--- config.mk ---
export PLATFORM = sky130hd
export DESIGN_NAME = manchester_deserializer
export DESIGN_NICKNAME = d
export VERILOG_FILES = /design/src/rtl/manchester_deserializer.sv
export SDC_FILE = /design/constraint.sdc
export NUM_CORES = 1
export LEC_CHECK = 0
export ABC_CLOCK_PERIOD_IN_PS = 2100
export CAP_MARGIN = 20
export CORE_ASPECT_RATIO = 1.4
export CORE_UTILIZATION = 40
export DETAILED_ROUTE_END_ITERATION = 8
export PLACE_DENSITY_LB_ADDON = 0.2
export SLEW_MARGIN = 25
export SYNTH_ARGS = -nofsm -noshare
export SYNTH_HDL_FRONTEND = slang
export SYNTH_SLANG_ARGS = --single-unit
--- constraint.sdc ---
create_clock -name aclk -period 2.1 [get_ports aclk]
set_input_delay 0.525 -clock aclk [delete_from_list [all_inputs] [get_ports aclk]]
set_output_delay 0.525 -clock aclk [all_outputs]
set_load 0.01 [all_outputs]
--- src/rtl/manchester_deserializer.sv ---
// manchester_deserializer
//   Hunts a one-chip-per-clock Manchester line for the encoded sync byte.
//   Once locked, decodes each 16-chip group (bit b = chips {b, ~b}, MSB
//   first) into a byte and offers it on a single-entry AXI-Stream master.
//
// Ports
//   aclk           clock, one line chip per rising edge
//   areset         asynchronous active-high reset
//   serial_in      Manchester chip stream, synchronous to aclk
//   m_axis_tdata   decoded byte
//   m_axis_tvalid  byte valid
//   m_axis_tready  downstream ready
//   locked         high while byte framing is established
//   decode_err     one-cycle pulse on an invalid chip pair in a locked word
//   overflow       one-cycle pulse when a decoded byte is dropped
//
// state  | meaning
// -------+------------------------------------------------------------
// HUNT   | sliding window compared against encode(SYNC_BYTE) every chip
// LOCKED | chip_cnt tracks word phase; a word is decoded every 16 chips
module manchester_deserializer #(
    parameter logic [7:0] SYNC_BYTE    = 8'hD5,
    parameter bit         FORWARD_SYNC = 1'b0
) (
    input  logic       aclk,
    input  logic       areset,
    input  logic       serial_in,
    output logic [7:0] m_axis_tdata,
    output logic       m_axis_tvalid,
    input  logic       m_axis_tready,
    output logic       locked,
    output logic       decode_err,
    output logic       overflow
);

    localparam logic [0:0] ST_HUNT   = 1'b0;
    localparam logic [0:0] ST_LOCKED = 1'b1;

    function automatic logic [15:0] encode(input logic [7:0] b);
        logic [15:0] e;
        for (int i = 0; i < 8; i++) begin
            e[2*i+1] = b[i];
            e[2*i]   = ~b[i];
        end
        return e;
    endfunction

    localparam logic [15:0] SYNC_CHIPS = encode(SYNC_BYTE);

    logic [15:0] window_q, window_d;
    logic [3:0]  chip_cnt_q, chip_cnt_d;
    logic [0:0]  state_q, state_d;
    logic [7:0]  tdata_q, tdata_d;
    logic        tvalid_q, tvalid_d;
    logic        decode_err_q, decode_err_d;
    logic        overflow_q, overflow_d;

    logic [7:0]  word_byte;
    logic        pairs_ok;
    logic        deliver;

    always_comb begin
        window_d = {window_q[14:0], serial_in};

        // Decode the window including the chip arriving this edge.
        pairs_ok  = 1'b1;
        word_byte = '0;
        for (int i = 0; i < 8; i++) begin
            word_byte[i] = window_d[2*i+1];
            if (window_d[2*i+1] == window_d[2*i]) begin
                pairs_ok = 1'b0;
            end
        end

        state_d      = state_q;
        chip_cnt_d   = chip_cnt_q;
        deliver      = 1'b0;
        decode_err_d = 1'b0;

        case (state_q)
            ST_HUNT: begin
                if (window_d == SYNC_CHIPS) begin
                    state_d    = ST_LOCKED;
                    chip_cnt_d = 4'd0;
                    // word_byte equals SYNC_BYTE here, so it can be forwarded as is
                    deliver    = FORWARD_SYNC;
                end
            end
            default: begin
                chip_cnt_d = chip_cnt_q + 4'd1;
                if (chip_cnt_q == 4'd15) begin
                    if (pairs_ok) begin
                        deliver = 1'b1;
                    end else begin
                        decode_err_d = 1'b1;
                        state_d      = ST_HUNT;
                    end
                end
            end
        endcase

        // Single-entry output register; the line cannot be stalled, so a
        // byte arriving while one is still held is dropped.
        tdata_d    = tdata_q;
        tvalid_d   = tvalid_q;
        overflow_d = 1'b0;
        if (deliver) begin
            if (!tvalid_q || m_axis_tready) begin
                tdata_d  = word_byte;
                tvalid_d = 1'b1;
            end else begin
                overflow_d = 1'b1;
            end
        end else if (tvalid_q && m_axis_tready) begin
            tvalid_d = 1'b0;
        end
    end

    always_ff @(posedge aclk or posedge areset) begin
        if (areset) begin
            window_q     <= '0;
            chip_cnt_q   <= '0;
            state_q      <= ST_HUNT;
            tdata_q      <= '0;
            tvalid_q     <= 1'b0;
            decode_err_q <= 1'b0;
            overflow_q   <= 1'b0;
        end else begin
            window_q     <= window_d;
            chip_cnt_q   <= chip_cnt_d;
            state_q      <= state_d;
            tdata_q      <= tdata_d;
            tvalid_q     <= tvalid_d;
            decode_err_q <= decode_err_d;
            overflow_q   <= overflow_d;
        end
    end

    assign m_axis_tdata  = tdata_q;
    assign m_axis_tvalid = tvalid_q;
    assign locked        = (state_q == ST_LOCKED);
    assign decode_err    = decode_err_q;
    assign overflow      = overflow_q;

endmodule

==> results by group, run 1 <==
Timing
  – Final setup fails: 0
  – Setup TNS: 0 ns
  – Fmax: 0.527 GHz
  – Hold Vio Cnt, Final: 0
  – Final clock skew: 0.00339 ns
  – Fin Hold WS: 0.374 ns
  – Rel. slew slack: 74.6%
  – Post-layout minimum cycle time: 1.90 ns
  – Final Cycle Share: 90.3%
  – Worst-Margin Slew: 0.381 ns
  – RSZ-0062 raised after global routing: false
  – Pins Over Slew Limit: 0

Cells and area
  – Post-route insts no fill: 144
  – Post-layout instance area: 1530 sq um
  – N_diodes: 0
  – Nets: 119
  – Layout cells sized above 1: 21.5%
  – Area Growth Syn to Fin: 25.1%
  – Fill cells: 248
  – Final core occ: 53.3%

Critical path
  – Critical R2R Launch: window_q[8]$_DFF_PP0_
  – Critical path required time: 1.57 ns
  – Crit path largest cell delay: 0.59 ns
  – CP top delay family: buffers and inverters
  – Setup slack, reg-to-reg: 0.29 ns
  – Cells along the critical path: clkdlybuf4s50_1
  – WP depth: 1
  – Worst R2R End: m_axis_tdata[7]$_DFFE_PP0P_
  – Setup CP Type: reg -> out
  – Worst reg-to-reg path cell count: 4
  – CP max FO: 9
  – CP Data Arrival Time: 1.37 ns
  – Worst setup EP type: output pin
  – Startpoint Class: flip-flop
  – Crit-path slowest cell: clkdlybuf4s50_1
  – WP buf/inv: 1

Routing
  – WL/cell: 12.9 microns
  – DR vias: 690
  – Vias per cell: 4.79
  – First-pass DRT Iterations: 4
  – Final antenna-violating net count: 0
  – Final WL: 1850 microns
  – DRT iter0 DRCs: 17
  – Drt drc: 0

Die
  – # rows: 23
  – I/O pins: 16
  – Starting Density: 42.6%
  – Die X-Extent: 48.8 microns
  – Die area: 3290 sq um
  – Core area: 2880 sq um
  – Vert. Die Dim: 67.5 microns

Clocking
  – Clock slew at reported path FFs: 0.06 ns
  – Post-CTS Hold Fix Bufs: 0
  – Latest clock arrival within the worst-skew pair: 0.28 ns
  – CTS sink cnt: 31
  – H-tree levels: 2
  – Post-CTS Setup Inserts: 0
  – Num CTS Buffers: 5
  – Clock tree root driver cell: clkbuf_8
  – CTS tree: built
  – Max Root-Sink Buffers: 2

Global routing
  – Vias in the first global route: 745
  – First-pass GRT wire length: 3360 microns
  – Largest net degree at the start of global routing: 32
  – Gr ovfl total: 0
  – Total GRT Usage: 14.5%
  – Antenna violations before repair: 0

Hold path
  – Hold Crit Depth: 0
  – HP Class: reg -> reg
  – Beginning of the worst hold path: window_q[7]$_DFF_PP0_
  – WHS Endpoint: window_q[8]$_DFF_PP0_

Placed design
  – Post-Place Cells: 136
  – DP Area: 1430 sq um
  – Routability cong.: 0.689
  – Post-DP HPWL: 1250 microns
  – Port Buf Inserts: 15

Power and ir drop
  – PwrDens: 734 nW/um^2
  – Leakage Power: 0.000715 uW
  – Worst vdd ir: 0.000459 V

Job
  – Max_cap viols: 0

Synthesis
  – Mean Syn Cell Area: 14.8 sq um
  – Yosys warnings: 0
  – Netlist cell types: 22
  – Post-synthesis sequential area ratio: 63.3%
  – Gate Count Post-Synth: 83
  – Synth Register Bits: 31
  – Synthesized Nets: 96
  – Synth Cell Area: 1220 sq um

Status
  – Status: completed
-- cells in the final DEF (no fill, tap or decap), types with 4 or more instances in the layout --
master,netlist,layout
clkbuf_8,0,5
clkdlybuf4s50_1,0,14
dfrtp_1,31,31
ha_1,9,8
inv_1,9,8
mux2_2,7,6
o21ai_0,4,4
-- cells by family after synthesis --
kind of cell / count (synthesis) / share of synthesized area (%)
simple gates: 14 / 10.3
fa+ha+maj: 9 / 9.19
compound gates: 8 / 3.78
xor+xnor: 1 / 0.715
buf+inv: 10 / 3.37
flops: 31 / 63.3
mux: 10 / 9.30
-- worst max-delay path by stage --
stage / start / end / slack [ns]
2_1_floorplan: serial_in / m_axis_tdata[0]$_DFFE_PP0P_ / 0.24
4_1_cts: serial_in / m_axis_tdata[0]$_DFFE_PP0P_ / 0.09
5_1_grt: locked$_DFF_PP0_ / locked / 0.12
6_report: locked$_DFF_PP0_ / locked / 0.20
3_3_place_gp: serial_in / m_axis_tdata[0]$_DFFE_PP0P_ / -0.32
3_5_place_dp: serial_in / m_axis_tdata[0]$_DFFE_PP0P_ / -0.36
-- sequential cells by signal, summed over array words and instances, names as in the netlist --
name,cells
overflow,1
chip_cnt_q,4
window_q,15
m_axis_tvalid,1
locked,1
decode_err,1
m_axis_tdata,8
-- metal layers --
metal  global-route usage (%)  vias up  wire, microns
met1                     17.5      343            797
met4                     12.1        0             58
met2                     22.2       13            926
met5                        0        -              0
met3                     3.38        5             69
li1                         -      329              -
-- power breakdown --
part           switching [uW]  internal (uW)
Sequential               11.1            613
Combinational            34.0           26.5
Clock                     210            231
Total                     255            870
-- layout make-up --
cell class | instances | area [sq um] | area share [%]
well taps | 37 | 46.3 | 3.02
repair buffers | 17 | 168 | 10.9
clock buffers | 6 | 72.6 | 4.73
flip-flops and latches | 31 | 776 | 50.6
inverters | 9 | 33.8 | 2.20
multi-input cells | 42 | 424 | 27.7
clock inverters | 2 | 12.5 | 0.816
-- synthesized netlist by cell type, drive strengths merged --
master / number / share of area (%)
xor2: 1 / 0.72
nor2: 1 / 0.31
a31oi: 1 / 0.51
nand2b: 2 / 1.0
o21bai: 1 / 0.61
mux2: 8 / 7.7
mux2i: 2 / 1.6
dfrtp: 31 / 63
a21oi: 1 / 0.41
a21boi: 1 / 0.61
and4: 1 / 0.82
o21ai: 4 / 1.6
nand3: 2 / 0.82
nor2b: 1 / 0.51
buf: 1 / 0.61
nand4: 3 / 2.8
nand2: 2 / 0.61
inv: 9 / 2.8
ha: 9 / 9.2
nor4: 2 / 3.5
-- per-stage QoR --
step | setup slack [ns] | power, uW
after floorplan | 0.236 | 673
after global placement | -0.318 | 692
after detailed placement | -0.356 | 694
after CTS | 0.0869 | 1150
after global routing | 0.123 | 1180
final | 0.203 | 1130
-- timing repair --
item	in CTS	in global routing
endpoints found under the setup margin	8	5
gates resized for setup	0	4
pin swaps	2	2
gates cloned	0	0
(Power assumes the default switching activity.)
==> run 2, diff against run 1 <==
--- a/config.mk
+++ b/config.mk
@@ -5,7 +5,7 @@
 export SDC_FILE = /design/constraint.sdc
 export NUM_CORES = 1
 export LEC_CHECK = 0
-export ABC_CLOCK_PERIOD_IN_PS = 2100
+export ABC_CLOCK_PERIOD_IN_PS = 2240
 export CAP_MARGIN = 20
 export CORE_ASPECT_RATIO = 1.4
 export CORE_UTILIZATION = 40
==> constraint.sdc (replaced) <==
create_clock -name aclk -period 2.24 [get_ports aclk]
set_input_delay 0.56 -clock aclk [delete_from_list [all_inputs] [get_ports aclk]]
set_output_delay 0.56 -clock aclk [all_outputs]
set_load 0.01 [all_outputs]
==> run 2 against run 1 <==
Effect of this change:
- design area is 1.2% lower
- global-route usage is 0.098 points lower
- final cell count stayed put
- via count is 0.43% higher
- routed wire length is 0.70% lower
- sequential power is 6.2% lower
- die area stayed put
- hold slack stayed put
- critical path type is now in -> reg
- critical endpoint is now m_axis_tdata[0]$_DFFE_PP0P_
- largest cell class unchanged
- largest power group unchanged
- highest routed layer unchanged
==> results by group, run 2 (synthesis results as in run 1) <==
Routing
  – Routed wl met3: 69 microns (unchanged)
  – Max layer used: met4 (unchanged)
  – Vias per cell: 4.81 (was 4.79)
  – DR WL met2: 912 microns (was 926 microns)
  – First-pass DRT Iterations: 4 (unchanged)
  – DRT iter0 DRCs: 17 (unchanged)
  – Drt drc: 0 (unchanged)
  – Routed metal-1 wire length: 799 microns (was 797 microns)
  – WL/cell: 12.8 microns (was 12.9 microns)
  – Final antenna-violating net count: 0 (unchanged)
  – Final WL: 1840 microns (was 1850 microns)
  – DR vias: 693 (was 690)

Critical path
  – Critical path required time: 2.41 ns (was 1.57 ns)
  – Startpoint Class: input port (was flip-flop)
  – CP Data Arrival Time: 2.20 ns (was 1.37 ns)
  – CP max FO: 8 (was 9)
  – Worst reg-to-reg path cell count: 4 (unchanged)
  – Worst R2R End: m_axis_tdata[0]$_DFFE_PP0P_ (was m_axis_tdata[7]$_DFFE_PP0P_)
  – Critical R2R Launch: window_q[8]$_DFF_PP0_ (unchanged)
  – Setup slack, reg-to-reg: 0.45 ns (was 0.29 ns)
  – Worst setup EP type: flip-flop (was output pin)
  – Setup CP Type: in -> reg (was reg -> out)

Timing
  – Fmax: 0.492 GHz
  – RSZ-0062 raised after global routing: false (unchanged)
  – Pins Over Slew Limit: 0 (unchanged)
  – Post-layout minimum cycle time: 2.03 ns
  – Final worst slack: 0.206 ns (was 0.203 ns)
  – Final clock skew: 0.00421 ns (was 0.00339 ns)
  – Final setup fails: 0 (unchanged)
  – Hold Vio Cnt, Final: 0 (unchanged)
  – Worst-Margin Slew: 0.381 ns (about the same)
  – Rel. slew slack: 74.6% (about the same)
  – Final Cycle Share: 90.8%

Clocking
  – Post-CTS Hold Fix Bufs: 0 (unchanged)
  – Clock slew at reported path FFs: 0.06 ns (about the same)
  – Max Root-Sink Buffers: 2 (unchanged)
  – Latest clock arrival within the worst-skew pair: 0.28 ns (about the same)
  – CTS sink cnt: 31 (unchanged)
  – Post-CTS Setup Inserts: 0 (unchanged)
  – Num CTS Buffers: 5 (unchanged)
  – CTS tree: built (unchanged)
  – Post-CTS sizing: 0 (unchanged)
  – H-tree levels: 2 (unchanged)
  – Clock tree root driver cell: clkbuf_8 (unchanged)

Cells and area
  – Most flops, register: window_q (unchanged)
  – Nets: 119 (unchanged)
  – Final core occ: 52.6% (was 53.3%)
  – N_diodes: 0 (unchanged)
  – Area Growth Syn to Fin: 23.6% (was 25.1%)
  – Layout cells sized above 1: 19.6% (was 21.5%)
  – Max reg flops: 15 (unchanged)
  – Post-route insts no fill: 144 (unchanged)
  – Most frequent cells in the layout: 31 x dfrtp_1, 15 x clkdlybuf4s50_1, 9 x inv_1, 9 x ha_1, 7 x mux2_2 (was 31 x dfrtp_1, 14 x clkdlybuf4s50_1, 8 x inv_1, 8 x ha_1, 6 x mux2_2)
  – Commonest non-fill, non-tap cell in the layout: dfrtp_1 (unchanged)

Power and ir drop
  – Worst vdd ir: 0.000429 V (was 0.000459 V)
  – Leakage Power: 0.000704 uW (was 0.000715 uW)
  – PwrDens: 695 nW/um^2 (was 734 nW/um^2)
  – Pwr Total: 1050 uW (was 1130 uW)

Global routing
  – First-pass GRT wire length: 3340 microns (was 3360 microns)
  – Antenna violations before repair: 0 (unchanged)
  – Gr ovfl total: 0 (unchanged)
  – Vias in the first global route: 746 (was 745)
  – Total GRT Usage: 14.4% (was 14.5%)
  – Largest net degree at the start of global routing: 32 (unchanged)

Status
  – Status: completed (unchanged)

Die
  – Vert. Die Dim: 67.5 microns (unchanged)
  – Core area: 2880 sq um (unchanged)
  – # rows: 23 (unchanged)
  – Die X-Extent: 48.8 microns (unchanged)
  – Starting Density: 42.6% (unchanged)
  – I/O pins: 16 (unchanged)
  – Die area: 3290 sq um (unchanged)

Placed design
  – Routability cong.: 0.689 (unchanged)
  – Dpl ws: -0.251 ns (was -0.356 ns)
  – Post-DP HPWL: 1250 microns (unchanged)
  – Port Buf Inserts: 15 (unchanged)
  – Post-Place Cells: 136 (unchanged)

Hold path
  – WHS Endpoint: window_q[8]$_DFF_PP0_ (unchanged)
  – Beginning of the worst hold path: window_q[7]$_DFF_PP0_ (unchanged)
  – Hold Crit Depth: 0 (unchanged)
  – HP Class: reg -> reg (unchanged)

Job
  – Max_cap viols: 0 (unchanged)
## run 2: how the worst max path moves through the flow
| stage | from | to | slack, ns |
|---|---|---|---|
| 2_1_floorplan | serial_in | m_axis_tdata[0]$_DFFE_PP0P_ | 0.34 |
| 3_3_place_gp | serial_in | m_axis_tdata[0]$_DFFE_PP0P_ | -0.21 |
| 3_5_place_dp | serial_in | m_axis_tdata[0]$_DFFE_PP0P_ | -0.25 |
| 4_1_cts | serial_in | m_axis_tdata[0]$_DFFE_PP0P_ | 0.05 |
| 5_1_grt | serial_in | m_axis_tdata[7]$_DFFE_PP0P_ | 0.1 |
| 6_report | serial_in | m_axis_tdata[0]$_DFFE_PP0P_ | 0.21 |
## run 2: through the flow
step	instance area, sq um	hold slack [ns]	setup TNS (ns)
after floorplan	1220	0.354	0
after global placement	1430	0.362	-1.57
after detailed placement	1430	0.360	-1.85
after CTS	1510	0.375	0
after global routing	1510	0.385	0
final	1510	0.374	0
## run 2: routing by layer
layer | GRT usage (%) | vias up
met3 | 3.38 | 5
met1 | 17.2 | 345
met2 | 22.2 | 13
met5 | 0 | -
met4 | 12.1 | 0
li1 | - | 330
## run 2: report_power, final
group / internal, uW / total, uW / switching, uW
registers: 575 / 585 / 10.1
clock network: 216 / 412 / 196
logic: 23.2 / 54.8 / 31.5
## run 2: final cells by class
type                       instances  area [sq um]
inverter                           9          33.8
clock buffer                       6          72.6
clock inverter                     2          12.5
multi-input combinational         42           408
tap                               37          46.3
fill                             249          1360
sequential                        31           776
timing repair buffer              17           165
## run 2: worst max-delay path, stage by stage
cell and delay [ns]:
clkdlybuf4s50_1 0.47, inv_1 0.05, ha_1 0.33, nor4_4 0.22, nand4_4 0.23, mux2_4 0.35
==> run 3, diff against run 2 <==
--- a/config.mk
+++ b/config.mk
@@ -10,6 +10,7 @@
 export CORE_ASPECT_RATIO = 1.4
 export CORE_UTILIZATION = 40
 export DETAILED_ROUTE_END_ITERATION = 8
+export GPL_ROUTABILITY_DRIVEN = 0
 export PLACE_DENSITY_LB_ADDON = 0.2
 export SLEW_MARGIN = 25
 export SYNTH_ARGS = -nofsm -noshare
==> results of run 3 <==
Same layout as run 2: the final DEF is identical, and so are final timing and power.
